## config.mk

```make
export PLATFORM = sky130hd
export DESIGN_NAME = mac_result_packer
export DESIGN_NICKNAME = d
export VERILOG_FILES = /design/src/rtl/mac_pkg.sv /design/src/rtl/fp16_to_img8.sv /design/src/rtl/mac_result_packer.sv
export SDC_FILE = /design/constraint.sdc
export NUM_CORES = 1
export LEC_CHECK = 0
export CORE_ASPECT_RATIO = 0.7
export CORE_MARGIN = 2
export CORE_UTILIZATION = 56
export CTS_CLUSTER_DIAMETER = 30
export DETAILED_ROUTE_END_ITERATION = 7
export HOLD_SLACK_MARGIN = 0.05
export PLACE_DENSITY = 0.89
export SLEW_MARGIN = 20
export SYNTH_ARGS = -nofsm -noshare
export SYNTH_HDL_FRONTEND = slang
export SYNTH_HIERARCHICAL = 1
export SYNTH_SLANG_ARGS = --single-unit
```

## constraint.sdc

```tcl
create_clock -name clk -period 2.6 [get_ports clk]
set_input_delay 0.52 -clock clk [delete_from_list [all_inputs] [get_ports clk]]
set_output_delay 0.52 -clock clk [all_outputs]
set_load 0.01 [all_outputs]
```

## src/rtl/mac_pkg.sv

```systemverilog
// Shared constants for the MAC write-back path.
// FP16 fields, image element layout, saturation magnitude.
package mac_pkg;
  localparam int ELEMS    = 9;
  localparam int BIAS_IN  = 15;
  localparam int BIAS_OUT = 7;

  localparam int FP_SIGN   = 15;
  localparam int FP_EXP_HI = 14;
  localparam int FP_EXP_LO = 10;
  localparam int FP_MAN_HI = 9;
  localparam int FP_MAN_W  = 10;

  localparam int IMG_W     = 8;
  localparam int IMG_EXP_W = 4;
  localparam int IMG_MAN_W = 3;

  localparam logic [6:0] SAT_MAG = 7'h7F;
  localparam logic [4:0] EXP_MAX = 5'h1F;

  typedef logic [IMG_W-1:0] img8_t;
  typedef logic [ELEMS*IMG_W-1:0] word_t;
endpackage

```

## src/rtl/fp16_to_img8.sv

```systemverilog
// FP16 to 1-4-3 image element conversion.
// Round-to-nearest-even, saturating, flush of small values.
module fp16_to_img8
  import mac_pkg::*;
#(
  parameter int BIAS_IN  = mac_pkg::BIAS_IN,
  parameter int BIAS_OUT = mac_pkg::BIAS_OUT
) (
  input  logic [15:0] fp_i,
  output img8_t       img_o,
  output logic        sat_o
);
  localparam logic [4:0] SHIFT = 5'(BIAS_IN - BIAS_OUT);

  logic                s;
  logic [4:0]          e;
  logic [FP_MAN_W-1:0] m;
  logic [2:0]          m3;
  logic                rnd;
  logic [3:0]          m4;
  logic [5:0]          e8;

  assign s   = fp_i[FP_SIGN];
  assign e   = fp_i[FP_EXP_HI:FP_EXP_LO];
  assign m   = fp_i[FP_MAN_HI:0];
  assign m3  = m[9:7];
  assign rnd = m[6] & ((|m[5:0]) | m3[0]);
  assign m4  = {1'b0, m3} + {3'b0, rnd};
  // Mantissa carry bumps the exponent; m4[2:0] is already zero then.
  assign e8  = {1'b0, e - SHIFT} + {5'b0, m4[3]};

  // Select special, flushed, saturated or ordinary encoding.
  always_comb begin
    img_o = '0;
    sat_o = 1'b0;
    if (e == EXP_MAX) begin
      sat_o = 1'b1;
      img_o = (m != '0) ? {1'b0, SAT_MAG} : {s, SAT_MAG};
    end else if (e <= SHIFT) begin
      img_o = '0;
    end else if (e8 >= 6'd16) begin
      sat_o = 1'b1;
      img_o = {s, SAT_MAG};
    end else begin
      img_o = {s, e8[3:0], m4[2:0]};
    end
  end
endmodule

```

## src/rtl/mac_result_packer.sv

```systemverilog
// Requantizes FP16 MAC results and packs nine
// 8-bit elements per 72-bit image word.
module mac_result_packer
  import mac_pkg::*;
#(
  parameter int ELEMS    = mac_pkg::ELEMS,
  parameter int BIAS_IN  = mac_pkg::BIAS_IN,
  parameter int BIAS_OUT = mac_pkg::BIAS_OUT
) (
  input  logic        clk,
  input  logic        rst,
  input  logic        in_valid,
  output logic        in_ready,
  input  logic [15:0] in_data,
  input  logic        in_last,
  output logic        out_valid,
  input  logic        out_ready,
  output logic [71:0] out_data,
  output logic [3:0]  out_count,
  output logic        sat_flag
);
  img8_t       conv;
  logic        conv_sat;

  logic        c_valid_q, c_valid_d;
  img8_t       c_data_q, c_data_d;
  logic        c_last_q, c_last_d;
  logic        sat_q, sat_d;
  logic [71:0] acc_q, acc_d;
  logic [3:0]  cnt_q, cnt_d;
  logic        ov_q, ov_d;
  logic [71:0] od_q, od_d;
  logic [3:0]  oc_q, oc_d;

  logic        out_free;
  logic        c_done;
  logic        c_advance;
  logic        in_fire;
  logic [71:0] acc_ins;

  fp16_to_img8 #(
    .BIAS_IN (BIAS_IN),
    .BIAS_OUT(BIAS_OUT)
  ) u_conv (
    .fp_i (in_data),
    .img_o(conv),
    .sat_o(conv_sat)
  );

  assign out_free  = !ov_q || out_ready;
  assign c_done    = (cnt_q == 4'(ELEMS - 1)) || c_last_q;
  assign c_advance = c_valid_q && (!c_done || out_free);
  assign in_ready  = !c_valid_q || c_advance;
  assign in_fire   = in_valid && in_ready;
  assign acc_ins   = acc_q | ({c_data_q, 64'h0} >> {cnt_q, 3'b000});

  assign out_valid = ov_q;
  assign out_data  = od_q;
  assign out_count = oc_q;
  assign sat_flag  = sat_q;

  // Next state for stage C, pack accumulator and output word.
  always_comb begin
    c_valid_d = c_valid_q;
    c_data_d  = c_data_q;
    c_last_d  = c_last_q;
    sat_d     = sat_q | (in_fire & conv_sat);
    acc_d     = acc_q;
    cnt_d     = cnt_q;
    ov_d      = ov_q && !out_ready;
    od_d      = od_q;
    oc_d      = oc_q;
    if (in_fire) begin
      c_valid_d = 1'b1;
      c_data_d  = conv;
      c_last_d  = in_last;
    end else if (c_advance) begin
      c_valid_d = 1'b0;
    end
    if (c_advance) begin
      if (c_done) begin
        ov_d  = 1'b1;
        od_d  = acc_ins;
        oc_d  = cnt_q + 4'd1;
        acc_d = '0;
        cnt_d = '0;
      end else begin
        acc_d = acc_ins;
        cnt_d = cnt_q + 4'd1;
      end
    end
  end

  // State registers with synchronous reset.
  always_ff @(posedge clk) begin
    if (rst) begin
      c_valid_q <= 1'b0;
      c_data_q  <= '0;
      c_last_q  <= 1'b0;
      sat_q     <= 1'b0;
      acc_q     <= '0;
      cnt_q     <= '0;
      ov_q      <= 1'b0;
      od_q      <= '0;
      oc_q      <= '0;
    end else begin
      c_valid_q <= c_valid_d;
      c_data_q  <= c_data_d;
      c_last_q  <= c_last_d;
      sat_q     <= sat_d;
      acc_q     <= acc_d;
      cnt_q     <= cnt_d;
      ov_q      <= ov_d;
      od_q      <= od_d;
      oc_q      <= oc_d;
    end
  end
endmodule

```

==> key figures <==
Run status
  • Status: finished, final reports clean

Global route
  • Pin count of the biggest net entering global routing: 82
  • Remaining global-route overflow: 0
  • Tot GR Track Use: 0.287
  • Antenna violations before repair: 0
  • Vias in the first global route: 6859
  • First-pass GRT wire length: 36.1 mm

Power and ir drop
  • Worst vdd rail ir drop: 0.394 mV
  • Leakage: 0.00332 uW
  • Power density over the cells: 574 mW/mm2

Layout
  • Fillers: 1040
  • Layout cells sized above 1: 0.229
  • Footprint of the multi-input gates: 0.00422 mm2
  • Post-Layout Cell Count: 1120
  • Fin nets: 947
  • Area grow syn2layout: 19.1%
  • Diodes inserted: 0
  • FF/Latch Area: 0.00328 mm2

Floorplanning
  • Die area: 0.0155 mm2
  • Die Wd: 148 um
  • Initial core utilization: 0.579
  • Die extent in y: 105 um
  • # IOs: 100
  • Row count: 36
  • Core ar.: 0.0141 mm2

Worst setup path
  • CP Class: flip-flop to flip-flop
  • R2r setup slk: 0.36 ns
  • Max stage delay cell, worst path: buf_4
  • Crit end category: flip-flop
  • Worst R2R Start: cnt_q[0]$_SDFFE_PP0P_
  • Slowest stage delay, CP: 0.51 ns
  • WP data arrival: 2.58 ns
  • Cell mode on critical path: buf_4
  • Crit path launch: cnt_q[0]$_SDFFE_PP0P_
  • CP Data Required Time: 2.94 ns
  • Worst-path cell chain: inv_1 > ha_1 > and4b_2 > buf_4 > buf_4 > o311ai_0 > a21oi_1
  • R2r worst-path depth: 7
  • Reg2reg end: out_data[56]$_SDFFE_PP0P_
  • Largest fanout on the critical path: 52
  • Critical Path Source Type: flip-flop

Drt
  • Met2 wire len: 10.2 mm
  • DR vias: 7338
  • Top sig layer: met4
  • Metal-1 WL: 9.77 mm
  • 1st-iter DRT viols: 930
  • Met3 wire length: 1.95 mm
  • Drt drc: 0
  • Drt wl/cell: 19.8 um
  • First-pass detailed-route iteration total: 6
  • Total Wirelength: 22.2 mm
  • DRT antenna net count: 0
  • Vias per cell: 6.55

Clock network
  • Worst-Skew Late Latency: 0.42 ns
  • Setup Buffers After CTS: 0
  • Clk slew on worst S/H paths: 0.06 ns
  • Clk buf depth: 2
  • CTS tree: built
  • CTS Buf Count: 17
  • Root Buffer: clkbuf_16
  • # H-tree levels: 4
  • Clock Sinks: 164

Timing
  • Slew Viols, Final: 0
  • Final setup skew: 0.00747 ns
  • Fmax: 445 MHz
  • Tightest Pin Transition: 0.734 ns
  • Final count of hold timing violations: 0
  • # setup viols final: 0
  • Slew headroom: 0.511
  • Final min period: 2.24 ns
  • RSZ-0062 raised after global routing: no
  • Fin crit share: 0.863
  • Setup slack after layout: 0.355 ns

Synth
  • Synth area leaders: dfxtp_1 (40%), a21oi_1 (9.2%), or3b_2 (7.7%)
  • Post-synthesis cell area: 0.00814 mm2
  • Post-synth EDFFs: 0
  • Mapped Cells: 874
  • Post-Syn Area per Cell: 9.31 um2
  • Syn. warnings: 6
  • #FFs+latches synth: 164
  • Share of the synthesized area in the top cell type: 0.403
  • Syn_nets: 902
  • Asr flop ratio synth: 0
  • Synth area leader: dfxtp_1
  • Sequential share of the synthesized area: 0.403
  • Synth unique cells: 54
  • Most common flop cell mapped by yosys: dfxtp_1

Min path
  • Hold EP: acc_q[4]$_SDFFE_PP0P_
  • Hold Crit Depth: 2
  • Hold crit path type: flip-flop to flip-flop
  • Hold_sp: acc_q[4]$_SDFFE_PP0P_

Job
  • Max-capacitance violation count: 0

Placed design
  • GP Congestion: 0.866
  • PortBufs: 99
  • Inst Count DP: 1090
  • Pre-CTS setup slack: -0.0632 ns
  • Hpwl dp: 13.6 mm
-- layout make-up --
cell class	instances	area share
clock buffer	18	0.0453
clock inverter	12	0.0124
inverter	18	0.00697
multi-input combinational	584	0.436
sequential	164	0.339
tap	190	0.0245
timing repair buffer	134	0.137
-- per-layer routing --
| layer | track usage | vias to the layer above |
|---|---|---|
| li1 | - | 3405 |
| met1 | 0.409 | 3515 |
| met2 | 0.444 | 372 |
| met3 | 0.0576 | 46 |
| met4 | 0.0741 | 0 |
| met5 | 0 | - |
-- worst max-delay path: cells and delay by family (launching register included) --
kind | cells | cell delay (ns)
buf+inv | 3 | 0.85
compound gates | 2 | 0.47
simple gates | 1 | 0.26
fa+ha+maj | 1 | 0.26
flops | 1 | 0.31
-- logic make-up (layout without fill, tap and decap cells) --
| group | after synthesis | after routing | synth area share |
|---|---|---|---|
| flip-flops | 164 | 164 | 0.403 |
| buffers and inverters | 126 | 182 | 0.0788 |
| AND/OR/NAND/NOR | 235 | 235 | 0.228 |
| multiplexers | 11 | 11 | 0.0135 |
| adder cells (fa/ha/maj) | 7 | 7 | 0.0108 |
| AO/OA/AOI/OAI | 325 | 325 | 0.259 |
| XOR/XNOR | 6 | 6 | 0.00646 |
-- layout by cell type, fill, tap and decap left out, types with 3 or more instances in the layout --
master           count
a211oi_1             8
a21oi_1            149
a31oi_1             65
and2_0               8
and3b_1              4
buf_12               6
buf_4               30
clkbuf_16           17
clkdlybuf4s50_1     96
clkinvlp_4           4
dfxtp_1            163
ha_1                 7
inv_1               17
inv_6                5
mux2i_1             11
nand2_1             27
nand3_1              6
nand3b_1             3
nor2_1               7
nor2b_1             14
nor3_1              18
nor3_2              49
nor3b_2             11
o211ai_1            10
o21ai_1              4
o221ai_1             3
o311ai_0            68
o311ai_1             4
or3b_2              72
xnor2_1              4
-- how the worst max path moves through the flow --
stage,endpoint,slack (ns),cells after the start
detailed placement,sat_flag$_SDFF_PP0_,-0.06,11
global route,sat_flag$_SDFF_PP0_,0.23,11
finish,out_data[56]$_SDFFE_PP0P_,0.36,7
CTS,in_ready,0.03,5
floorplan,in_ready,0.25,8
global placement,c_data_q[4]$_SDFFE_PP0P_,0.03,12
-- cells in the mapped netlist, types with 4 or more instances --
master / instances
clkbuf_1: 48
nor3b_2: 11
o311ai_1: 4
buf_1: 16
nand2_1: 27
nand3_1: 6
nor2_1: 7
mux2i_1: 11
inv_1: 18
and3b_1: 4
ha_1: 7
nor2b_1: 14
o311ai_0: 68
buf_6: 17
nor3_1: 18
a21oi_1: 149
a31oi_1: 65
nor3_2: 49
xnor2_1: 4
a211oi_1: 8
or3b_2: 72
dfxtp_1: 164
o211ai_1: 10
buf_2: 24
and2_0: 8
-- flip-flops by register name (all words and copies together), names as in the netlist --
signal and count:
acc_q 72, c_last_q 1, sat_flag 1, out_data 72
c_valid_q 1, c_data_q 8, cnt_q 4, out_count 4
out_valid 1
-- metrics by stage --
step / total power, uW / instance area, um2 / setup TNS [ns] / util / hold WS, ns
2_1_floorplan: 2970 / 8140 / 0 / - / 0.430
3_3_place_gp: 3170 / 9140 / 0 / 0.650 / 0.439
3_5_place_dp: 3180 / 9140 / -0.177 / 0.650 / 0.448
4_1_cts: 5550 / 9690 / 0 / 0.690 / 0.457
5_1_grt: 5720 / 9700 / 0 / 0.690 / 0.479
6_report: 5560 / 9700 / 0 / 0.690 / 0.458
-- timing repair --
action / CTS / global route
gates resized for setup: 1 / 1
hold buffers: 0 / 0
endpoints found under the setup margin: 1 / 1
-- report_power, final --
group	total (uW)	switching (uW)	internal (uW)
Sequential	2620	48.9	2570
Clock	2420	1070	1350
Combinational	522	304	218
No activity file was read; power rests on OpenSTA's default activity.
